`config.mk`:
```
export PLATFORM = sky130hd
export DESIGN_NAME = btn_sw_conditioner_flat
export DESIGN_NICKNAME = d
export VERILOG_FILES = /design/src/rtl/btn_sw_conditioner_pkg.sv /design/src/rtl/btn_sw_conditioner_if.sv /design/src/rtl/btn_sw_conditioner_deb_bit.sv /design/src/rtl/btn_sw_conditioner.sv /design/src/flat_wrapper.sv
export SDC_FILE = /design/constraint.sdc
export NUM_CORES = 1
export LEC_CHECK = 0
export CAP_MARGIN = 10
export CORE_UTILIZATION = 45
export DETAILED_ROUTE_END_ITERATION = 8
export MAX_ROUTING_LAYER = met4
export SYNTH_ARGS = -nofsm -noshare
export SYNTH_HDL_FRONTEND = slang
export SYNTH_SLANG_ARGS = --single-unit
```
`constraint.sdc`:
```
create_clock -name CLK -period 2.5 [get_ports CLK]
set_input_delay 0.375 -clock CLK [delete_from_list [all_inputs] [get_ports CLK]]
set_output_delay 0.375 -clock CLK [all_outputs]
set_load 0.005 [all_outputs]
```
`src/rtl/btn_sw_conditioner_pkg.sv`:
```
// Shared constants for the button/switch conditioner: default sizing, timing and
// the board button order used to build PORTI.
package btn_sw_conditioner_pkg;

   localparam int unsigned DEF_N_BTN        = 5;
   localparam int unsigned DEF_N_SW         = 16;
   localparam int unsigned DEF_TICK_DIV     = 100000;
   localparam int unsigned DEF_STABLE_TICKS = 10;
   localparam int unsigned DEF_REP_DELAY    = 500;
   localparam int unsigned DEF_REP_RATE     = 100;

   localparam int unsigned BTN_C = 0;
   localparam int unsigned BTN_D = 1;
   localparam int unsigned BTN_U = 2;
   localparam int unsigned BTN_R = 3;
   localparam int unsigned BTN_L = 4;

   // Bits needed to hold 0..n-1, never less than one bit.
   function automatic int unsigned cnt_width(input int unsigned n);
      return (n > 1) ? $clog2(n) : 1;
   endfunction

endpackage

```
`src/rtl/btn_sw_conditioner_if.sv`:
```
// Raw board inputs and conditioned outputs of btn_sw_conditioner; the slave
// modport is the conditioner side, the master modport its driver/consumer.
interface btn_sw_conditioner_if
   import btn_sw_conditioner_pkg::*;
#(
   parameter int unsigned N_BTN = DEF_N_BTN,
   parameter int unsigned N_SW  = DEF_N_SW
);

   logic [N_BTN-1:0] BTN_I;
   logic [N_SW-1:0]  SW_I;
   logic [N_BTN-1:0] BTN_O;
   logic [N_BTN-1:0] BTN_PRESS;
   logic [N_BTN-1:0] BTN_RELEASE;
   logic [N_SW-1:0]  SW_O;
   logic             SW_CHG;
   logic             TICK;

   modport master (
      output BTN_I, SW_I,
      input  BTN_O, BTN_PRESS, BTN_RELEASE, SW_O, SW_CHG, TICK
   );

   modport slave (
      input  BTN_I, SW_I,
      output BTN_O, BTN_PRESS, BTN_RELEASE, SW_O, SW_CHG, TICK
   );

endinterface

```
`src/rtl/btn_sw_conditioner_deb_bit.sv`:
```
// One input lane: 2-FF synchroniser, tick-driven debounce counter and
// registered rise/fall pulses aligned with the new stable level.
module deb_bit
   import btn_sw_conditioner_pkg::*;
#(
   parameter int unsigned STABLE_TICKS = DEF_STABLE_TICKS
) (
   input  logic clk,
   input  logic rst,
   input  logic tick,
   input  logic din,
   output logic level,
   output logic rise,
   output logic fall
);

   localparam int unsigned CW = cnt_width(STABLE_TICKS);

   logic [1:0]    sync;
   logic          stable;
   logic [CW-1:0] cnt;

   always_ff @(posedge clk) begin
      if (rst) begin
         sync   <= '0;
         stable <= 1'b0;
         cnt    <= '0;
         rise   <= 1'b0;
         fall   <= 1'b0;
      end else begin
         sync <= {sync[0], din};
         rise <= 1'b0;
         fall <= 1'b0;
         if (tick) begin
            // Any tick agreeing with the stable value restarts qualification.
            if (sync[1] == stable) begin
               cnt <= '0;
            end else if (cnt == CW'(STABLE_TICKS - 1)) begin
               stable <= sync[1];
               cnt    <= '0;
               rise   <= sync[1];
               fall   <= ~sync[1];
            end else begin
               cnt <= cnt + 1'b1;
            end
         end
      end
   end

   assign level = stable;

endmodule

```
`src/rtl/btn_sw_conditioner.sv`:
```
// Button/switch input conditioner: shared debounce prescaler, per-bit deb_bit lanes,
// SW_CHG reduction. Define BTN_AUTOREPEAT_EN to add held-button auto-repeat.
module btn_sw_conditioner
   import btn_sw_conditioner_pkg::*;
#(
   parameter int unsigned N_BTN        = DEF_N_BTN,
   parameter int unsigned N_SW         = DEF_N_SW,
   parameter int unsigned TICK_DIV     = DEF_TICK_DIV,
   parameter int unsigned STABLE_TICKS = DEF_STABLE_TICKS,
   parameter int unsigned REP_DELAY    = DEF_REP_DELAY,
   parameter int unsigned REP_RATE     = DEF_REP_RATE
) (
   input logic                  CLK,
   input logic                  RESET,
   btn_sw_conditioner_if.slave  bus
);

   localparam int unsigned PW = cnt_width(TICK_DIV);

   if (TICK_DIV < 2 || STABLE_TICKS < 1 || REP_RATE < 1 || REP_RATE > REP_DELAY
       || N_BTN <= BTN_L) begin : g_cfg_error
      $error("btn_sw_conditioner: unsupported parameter set");
   end

   logic [PW-1:0]    pre_cnt;
   logic             tick;
   logic [N_BTN-1:0] btn_level;
   logic [N_BTN-1:0] btn_rise;
   logic [N_SW-1:0]  sw_rise;
   logic [N_SW-1:0]  sw_fall;

   always_ff @(posedge CLK) begin
      if (RESET || pre_cnt == PW'(TICK_DIV - 1)) begin
         pre_cnt <= '0;
      end else begin
         pre_cnt <= pre_cnt + 1'b1;
      end
   end

   assign tick     = (pre_cnt == PW'(TICK_DIV - 1));
   assign bus.TICK = tick;

   for (genvar g = 0; g < N_BTN; g++) begin : g_btn
      deb_bit #(.STABLE_TICKS(STABLE_TICKS)) u_deb (
         .clk   (CLK),
         .rst   (RESET),
         .tick  (tick),
         .din   (bus.BTN_I[g]),
         .level (btn_level[g]),
         .rise  (btn_rise[g]),
         .fall  (bus.BTN_RELEASE[g])
      );
   end

   for (genvar g = 0; g < N_SW; g++) begin : g_sw
      deb_bit #(.STABLE_TICKS(STABLE_TICKS)) u_deb (
         .clk   (CLK),
         .rst   (RESET),
         .tick  (tick),
         .din   (bus.SW_I[g]),
         .level (bus.SW_O[g]),
         .rise  (sw_rise[g]),
         .fall  (sw_fall[g])
      );
   end

   assign bus.BTN_O  = btn_level;
   assign bus.SW_CHG = |(sw_rise | sw_fall);

`ifdef BTN_AUTOREPEAT_EN
   localparam int unsigned RW = cnt_width(REP_DELAY);

   logic [RW-1:0]    rep_cnt [N_BTN];
   logic [N_BTN-1:0] rep_pulse;

   // Reloading REP_DELAY-REP_RATE after each repeat makes later repeats land
   // every REP_RATE ticks without a second counter.
   always_ff @(posedge CLK) begin
      if (RESET) begin
         rep_pulse <= '0;
         for (int unsigned i = 0; i < N_BTN; i++) rep_cnt[i] <= '0;
      end else begin
         rep_pulse <= '0;
         for (int unsigned i = 0; i < N_BTN; i++) begin
            if (!btn_level[i]) begin
               rep_cnt[i] <= '0;
            end else if (tick) begin
               if (rep_cnt[i] == RW'(REP_DELAY - 1)) begin
                  rep_pulse[i] <= 1'b1;
                  rep_cnt[i]   <= RW'(REP_DELAY - REP_RATE);
               end else begin
                  rep_cnt[i] <= rep_cnt[i] + 1'b1;
               end
            end
         end
      end
   end

   assign bus.BTN_PRESS = btn_rise | rep_pulse;
`else
   assign bus.BTN_PRESS = btn_rise;
`endif

endmodule

```
`src/flat_wrapper.sv`:
```
// flat-port wrapper written by rule: the top's interface ports become plain ports
module btn_sw_conditioner_flat import btn_sw_conditioner_pkg::*;
#(
   parameter int unsigned N_BTN        = DEF_N_BTN,
   parameter int unsigned N_SW         = DEF_N_SW,
   parameter int unsigned TICK_DIV     = DEF_TICK_DIV,
   parameter int unsigned STABLE_TICKS = DEF_STABLE_TICKS,
   parameter int unsigned REP_DELAY    = DEF_REP_DELAY,
   parameter int unsigned REP_RATE     = DEF_REP_RATE
)
  (CLK, RESET, bus_BTN_I, bus_SW_I, bus_BTN_O, bus_BTN_PRESS, bus_BTN_RELEASE, bus_SW_O, bus_SW_CHG, bus_TICK);
  btn_sw_conditioner_if #(.N_BTN(N_BTN), .N_SW(N_SW)) bus_i ();
  input logic CLK;
  input logic RESET;
  input wire logic [$bits(bus_i.BTN_I)-1:0] bus_BTN_I;
  input wire logic [$bits(bus_i.SW_I)-1:0] bus_SW_I;
  output wire logic [$bits(bus_i.BTN_O)-1:0] bus_BTN_O;
  output wire logic [$bits(bus_i.BTN_PRESS)-1:0] bus_BTN_PRESS;
  output wire logic [$bits(bus_i.BTN_RELEASE)-1:0] bus_BTN_RELEASE;
  output wire logic [$bits(bus_i.SW_O)-1:0] bus_SW_O;
  output wire logic [$bits(bus_i.SW_CHG)-1:0] bus_SW_CHG;
  output wire logic [$bits(bus_i.TICK)-1:0] bus_TICK;
  assign bus_i.BTN_I = bus_BTN_I;
  assign bus_i.SW_I = bus_SW_I;
  assign bus_BTN_O = bus_i.BTN_O;
  assign bus_BTN_PRESS = bus_i.BTN_PRESS;
  assign bus_BTN_RELEASE = bus_i.BTN_RELEASE;
  assign bus_SW_O = bus_i.SW_O;
  assign bus_SW_CHG = bus_i.SW_CHG;
  assign bus_TICK = bus_i.TICK;
  btn_sw_conditioner #(.N_BTN(N_BTN), .N_SW(N_SW), .TICK_DIV(TICK_DIV), .STABLE_TICKS(STABLE_TICKS), .REP_DELAY(REP_DELAY), .REP_RATE(REP_RATE)) u_core (.CLK(CLK), .RESET(RESET), .bus(bus_i));
endmodule
```
==> metrics.txt, run 1 <==
run status completed; compound-gate portion of the synthesized area 10.3%; vias in the first global route 6100; cell row count 51; Layout Skew 0.00764 ns; GRT Resource Usage Total 17.5%; antenna violations before repair 0; highest-delay cell along the critical path clkdlybuf4s50_1; setup TNS 0 ns; Worst setup EP type output pin; Pwr Total 0.00700 W; Antenna Nets Post-Route 0; # diodes 0; setup violators final 0; largest family of logic cells by synthesized area simple AND/OR/NAND/NOR gates; Top delay family on crit path buffers and inverters; dpl hpwl 10.6 mm; Hold Crit Start RESET; Combinational Power Share 2.4%; Hold Path Class primary input to flip-flop; count of different cell masters after synthesis 36; clock share of power 49.9%; router iterations before antenna repair 4; Max FO, Critical Path 5; WL/cell 13.9 um; crit-path cells ha_4 -> and4_4 -> nand4_4 -> clkinv_4 -> clkdlybuf4s50_1; Critical Path Max Stage Delay 0.51 ns; Critical Path Stages 5; Initial Util 46.4%; worst r2r src u_core.pre_cnt[0]; WS Path Type flip-flop to output pin; EDFF count, synth 0; leakage power 3.68 nW; max_cap viols 0; CTS Buf Count 23; R2R Setup Slk 0.33 ns; vias post-DR 6618; Synth area leaders dfxtp_1 45%, ha_1 5.9%, a21oi_1 5.8%, nor4bb_1 4.4%, nand3b_1 3.5%; Synth Area in XOR/XNOR 3.46%; startpoint types flip-flop; Tmin final 2.43 ns; routed wire length 17.4 mm; post-synthesis adder-cell area fraction 5.90%; Yosys reg bits 206; Avg Inst Size Synth 9.40 um^2; sw power 0.00142 W; Boundary Pins 56; clk root buf clkbuf_16; Synth area leader dfxtp_1; RSZ-0062 raised after global routing no; crit path to bus_TICK; GRT overflow 0; Worst R2R End u_core.g_sw[12].u_deb.cnt[3]; hold_buf cts 0; Starting DRT DRC Count 251; Port Buf Inserts 55; Avg Vias per Cell 5.30; Flop pwr share 47.8%; global-route wire length before repair 29.0 mm; Syn Inst Count 970; Fin. Hold Viols 0; FF-to-FF path depth 7; CORE AREA 19700 um^2; switching portion of total power 20.3%; worst-margin pin slew 0.635 ns; Layout area overhead 15.1%; cell area after synthesis 9120 um^2; Arr. time, crit path 2.05 ns; Layout fillers 1821; worst-skew pair later-pin latency 0.50 ns; clock buffer depth 3; async set or reset register ratio after synthesis 0%; peak supply drop 0.527 mV; layout cell share with drive strength beyond 1 8.55%; mux contribution to synthesized area 0%; Post-Synth Simple-Gate Area 28.6%; Slew headroom 57.7%; pin count of the biggest net entering global routing 92; max-slew violations 0; syn nets 1036; Die Width 144 um; CP Launch Point u_core.pre_cnt[0]; clk sinks 206; critical path buffer and inverter count 2; ys flop type dfxtp_1; Pint 0.00558 W; Final Wtd Congestion 0.760; DRC viols 0; die area 20800 um^2; period utilisation layout 97.1%; Die Span Y 144 um; post-synthesis sequential area ratio 45.2%; H-tree Lvls 1; Highest Clock Rate 412 MHz; CTS tree yes; Worst-path clk slew 0.06 ns; Worst EP required 2.12 ns; pwr/cell area 667 nW/um^2; share of Yosys cell area claimed by the top area cell type 45.2%; Final Net Count 1034; Yosys Warn Count 0
-- worst reg2reg max path, delay by kind of cell (launching register included) --
kind | cells | cell delay [ns]
flops | 1 | 0.38
buf+inv | 2 | 0.43
fa+ha+maj | 1 | 0.16
compound gates | 1 | 0.16
simple gates | 3 | 0.98
-- state kept, by name, indices dropped and copies added (netlist names), 10 cells and up --
name,flops
u_core.g_sw.u_deb.cnt,64
u_core.g_sw.u_deb.rise,16
u_core.g_sw.u_deb.sync,32
u_core.pre_cnt,17
u_core.g_sw.u_deb.fall,16
u_core.g_sw.u_deb.level,16
u_core.g_btn.u_deb.cnt,20
u_core.g_btn.u_deb.sync,10
-- cell type report --
cell class,instances,area [um^2],share of cell area [%]
Multi-Input combinational cell,644,4460,42.5
Sequential cell,206,4130,39.3
Clock inverter,9,148,1.41
Tap cell,265,332,3.16
Inverter,24,95.1,0.906
Timing Repair Buffer,69,693,6.60
Clock buffer,31,636,6.06
-- what timing repair did --
item | 4_1_cts | 5_1_grt
setup buffers | 1 | 1
cloned | 0 | 0
gates resized for setup | 10 | 4
endpoints found under the setup margin | 2 | 2
pin swaps | 0 | 2
-- per-stage QoR --
step                cell area [um^2]  hold slack, ns  setup slack [ns]  utilization (%)  cells
finish                         10500           0.419            0.0719             53.4   1248
global route                   10500           0.415            0.0107             53.4   1248
CTS                            10500           0.399            0.0112             53.3   1247
detailed placement              9630           0.424             0.334             49.0   1206
global placement                9630           0.416             0.402             49.0   1206
floorplan                       9120           0.414             0.654                -    970
-- power by group through the flow --
| stage | combinational, W | sequential [W] | clock, W |
|---|---|---|---|
| after detailed placement | 0.000165 | 0.00342 | 0 |
| after CTS | 0.000167 | 0.00335 | 0.00361 |
| final | 0.000165 | 0.00335 | 0.00349 |
| after global placement | 0.000166 | 0.00342 | 0 |
| after floorplan | 0.000104 | 0.00341 | 0 |
| after global routing | 0.000182 | 0.00335 | 0.00373 |
-- placed cells by master, fill, tap and decap left out, types with 4 or more instances in the layout --
cell type,netlist,routed
dfxtp_1,206,204
a21oi_1,105,105
clkdlybuf4s50_1,0,53
nand3_1,47,47
nand2_1,45,45
o21ai_0,43,43
nand3b_1,43,43
nor2b_1,42,42
ha_1,43,42
nor4bb_1,40,40
nor2_1,38,38
xnor2_1,26,26
inv_1,23,23
clkbuf_16,0,23
nor3_1,22,22
and3b_1,21,21
nor3b_1,21,21
or4_1,21,21
nand4b_1,21,21
a21bo_2,20,20
buf_4,31,12
nand4_1,11,11
xor2_1,10,10
nor4_1,12,7
clkbuf_1,53,5
clkinv_2,0,4
bufinv_16,0,4
-- routing by layer --
layer	wire, um	vias to the layer above	GRT usage, %	part of all wire, %
li1	-	3407	-	-
met1	8740	3090	23.3	50
met2	7540	90	26.9	43
met3	661	31	3.08	3.8
met4	423	0	5.37	2.4
met5	0	-	-	0
-- Yosys cell counts, types with 2 or more instances --
cell	n
o21ai_0	43
or4_1	21
nor4_1	12
nand4b_1	21
nor2b_1	42
nand2b_1	2
nand3_1	47
nand2_1	45
a21oi_1	105
buf_2	10
and3b_1	21
inv_1	23
nand4_1	11
dfxtp_1	206
ha_1	43
nor3b_1	21
a21bo_2	20
nor3_1	22
nor4bb_1	40
nand3b_1	43
xnor2_1	26
and4_1	3
buf_6	2
buf_4	31
nor2_1	38
clkbuf_1	53
xor2_1	10
-- worst min path at each step --
stage,end,slack (ns),cells after the start
4_1_cts,u_core.g_sw[3].u_deb.sync[0],0.40,2
2_1_floorplan,u_core.g_btn[0].u_deb.sync[1],0.41,1
3_3_place_gp,u_core.g_btn[0].u_deb.sync[1],0.42,1
3_5_place_dp,u_core.g_sw[0].u_deb.sync[1],0.42,1
6_report,u_core.g_sw[14].u_deb.sync[1],0.42,3
5_1_grt,u_core.g_sw[3].u_deb.sync[0],0.41,2
-- cells by family after synthesis --
logic type / Yosys count
AO/OA/AOI/OAI: 168
XOR/XNOR: 36
adder cells (fa/ha/maj): 43
buffers and inverters: 120
flip-flops: 206
AND/OR/NAND/NOR: 397
Note: power is estimated with default switching activity, not from simulation.
==> run 2: changes to the inputs <==
--- a/config.mk
+++ b/config.mk
@@ -5,10 +5,11 @@
 export SDC_FILE = /design/constraint.sdc
 export NUM_CORES = 1
 export LEC_CHECK = 0
-export CAP_MARGIN = 10
+export CAP_MARGIN = 20
 export CORE_UTILIZATION = 45
 export DETAILED_ROUTE_END_ITERATION = 8
 export MAX_ROUTING_LAYER = met4
 export SYNTH_ARGS = -nofsm -noshare
 export SYNTH_HDL_FRONTEND = slang
 export SYNTH_SLANG_ARGS = --single-unit
+export TNS_END_PERCENT = 10
==> run 2 against run 1 <==
Effect of this change:
- sequential cell count unchanged
- die area did not move
- worst setup slack improved by 0.0090 ns
- global-route usage is the same
- hold slack is essentially flat
- maximum frequency grew 0.37%
==> metrics.txt, run 2 (same netlist as run 1, synthesis figures left out) <==
routed wire length 17.4 mm; Highest Clock Rate 413 MHz; run status completed; Initial Util 46.4%; Tmin final 2.42 ns; Die Span Y 144 um; leakage power 3.68 nW; top flop regs u_core.g_sw.u_deb.cnt (64), u_core.g_sw.u_deb.sync (32), u_core.g_btn.u_deb.cnt (20); CTS Buf Count 23; Port Buf Inserts 55; WS Path Type flip-flop to output pin; cell row count 51; Worst EP required 2.12 ns; placed cell area 9630 um^2; Worst R2R End u_core.g_sw[12].u_deb.cnt[3]; die area 20800 um^2; Most flops, register u_core.g_sw.u_deb.cnt; Arr. time, crit path 2.04 ns; Hold Crit Start RESET; CP Launch Point u_core.pre_cnt[0]; dpl hpwl 10.6 mm; met3 routed WL 679 um; fin cells 1247; most common cell after layout, fill and taps aside dfxtp_1; vias in the first global route 6100; startpoint types flip-flop; met1 WL 8.76 mm; wire length on met2 7.53 mm; CORE AREA 19700 um^2; Antenna Nets Post-Route 0; pin count of the biggest net entering global routing 92; worst-margin pin slew 0.641 ns; max-slew violations 0; Fin. Hold Viols 0; worst r2r src u_core.pre_cnt[0]; hold_buf cts 0; GRT Resource Usage Total 17.5%; Boundary Pins 56; CTS tree yes; clk root buf clkbuf_16; Hold Path Class primary input to flip-flop; clock buffer depth 3; cell count after placement 1206; setup TNS 0 ns; Hold EP u_core.g_sw[14].u_deb.sync[1]; Worst setup EP type output pin; commonest non-fill, non-tap cells in the layout 204 x dfxtp_1, 105 x a21oi_1, 53 x clkdlybuf4s50_1; global-route wire length before repair 29.0 mm; vias post-DR 6637; Final Net Count 1033; Final Hold Slack 0.419 ns; R2R Setup Slk 0.45 ns; RSZ-0062 raised after global routing no; period utilisation layout 96.8%; pre-CTS setup slack 0.334 ns; clk sinks 206; Starting DRT DRC Count 288; FF-to-FF path depth 6; final instance area 10500 um^2; setup violators final 0; max_cap viols 0; Layout Skew 0.00708 ns; post-route setup slack 0.0809 ns; worst-skew pair later-pin latency 0.50 ns; peak supply drop 0.527 mV; Slew headroom 57.3%; DRC viols 0; layout cell share with drive strength beyond 1 8.45%; WL/cell 14.0 um; H-tree Lvls 1; Final Wtd Congestion 0.760; Avg Vias per Cell 5.32; antenna violations before repair 0; highest metal used met4; Layout area overhead 15.0%; GRT overflow 0; router iterations before antenna repair 4; Max FO, Critical Path 5; Worst-path clk slew 0.06 ns; WHS Path Cells 3; # diodes 0; max reg flops 64; pwr/cell area 668 nW/um^2; Die Width 144 um
==> run 2: cell types whose count changed in the layout (fill, tap and decap cells not counted), sizes merged <==
cell  before  now
buf       15   14
==> run 2: per-layer routing <==
metal  global-route usage (%)  up-vias
met2                     26.9       98
li1                         -     3402
met4                     5.37        0
met5                        -        -
met3                     3.08       31
met1                     23.3     3106
==> run 2: stage by stage <==
| stage | power, W | util (%) |
|---|---|---|
| floorplan | 0.00351 | - |
| detailed placement | 0.00358 | 49.0 |
| global route | 0.00726 | 53.4 |
| global placement | 0.00358 | 49.0 |
| finish | 0.00700 | 53.4 |
| CTS | 0.00712 | 53.3 |
==> run 2: final cells by class <==
type	instances	area, um^2
clock buffers	31	636
clock inverters	9	148
fillers	1822	9170
inverters	24	95.1
multi-input cells	644	4460
flip-flops and latches	206	4130
well taps	265	332
repair buffers	68	686
==> run 2: worst max-delay path: stages, from the launching register on <==
cell and delay [ns]:
dfxtp_4 0.38, ha_4 0.16, and4_4 0.24, nand4_4 0.17
clkinv_4 0.09, clkdlybuf4s50_1 0.51
==> run 2: how the worst max path moves through the flow <==
stage / slack (ns) / cells past startpoint / to
2_1_floorplan: 0.65 / 6 / u_core.g_sw[6].u_deb.cnt[3]
3_3_place_gp: 0.40 / 6 / u_core.g_sw[0].u_deb.cnt[3]
3_5_place_dp: 0.33 / 6 / u_core.g_sw[8].u_deb.cnt[3]
4_1_cts: 0.01 / 5 / bus_TICK
5_1_grt: 0.008 / 5 / bus_TICK
6_report: 0.08 / 5 / bus_TICK
==> run 2: timing repair <==
item | 4_1_cts | 5_1_grt
resized for setup | 10 | 4
pin swaps | 0 | 3
endpoints found under the setup margin | 2 | 2
setup buffers | 1 | 0
==> run 2: report_power, final <==
part           switching [W]  internal, W  leakage (nW)
logic              0.0000871    0.0000779          1.63
registers          0.0000269      0.00332          1.67
clock network        0.00131      0.00219         0.383
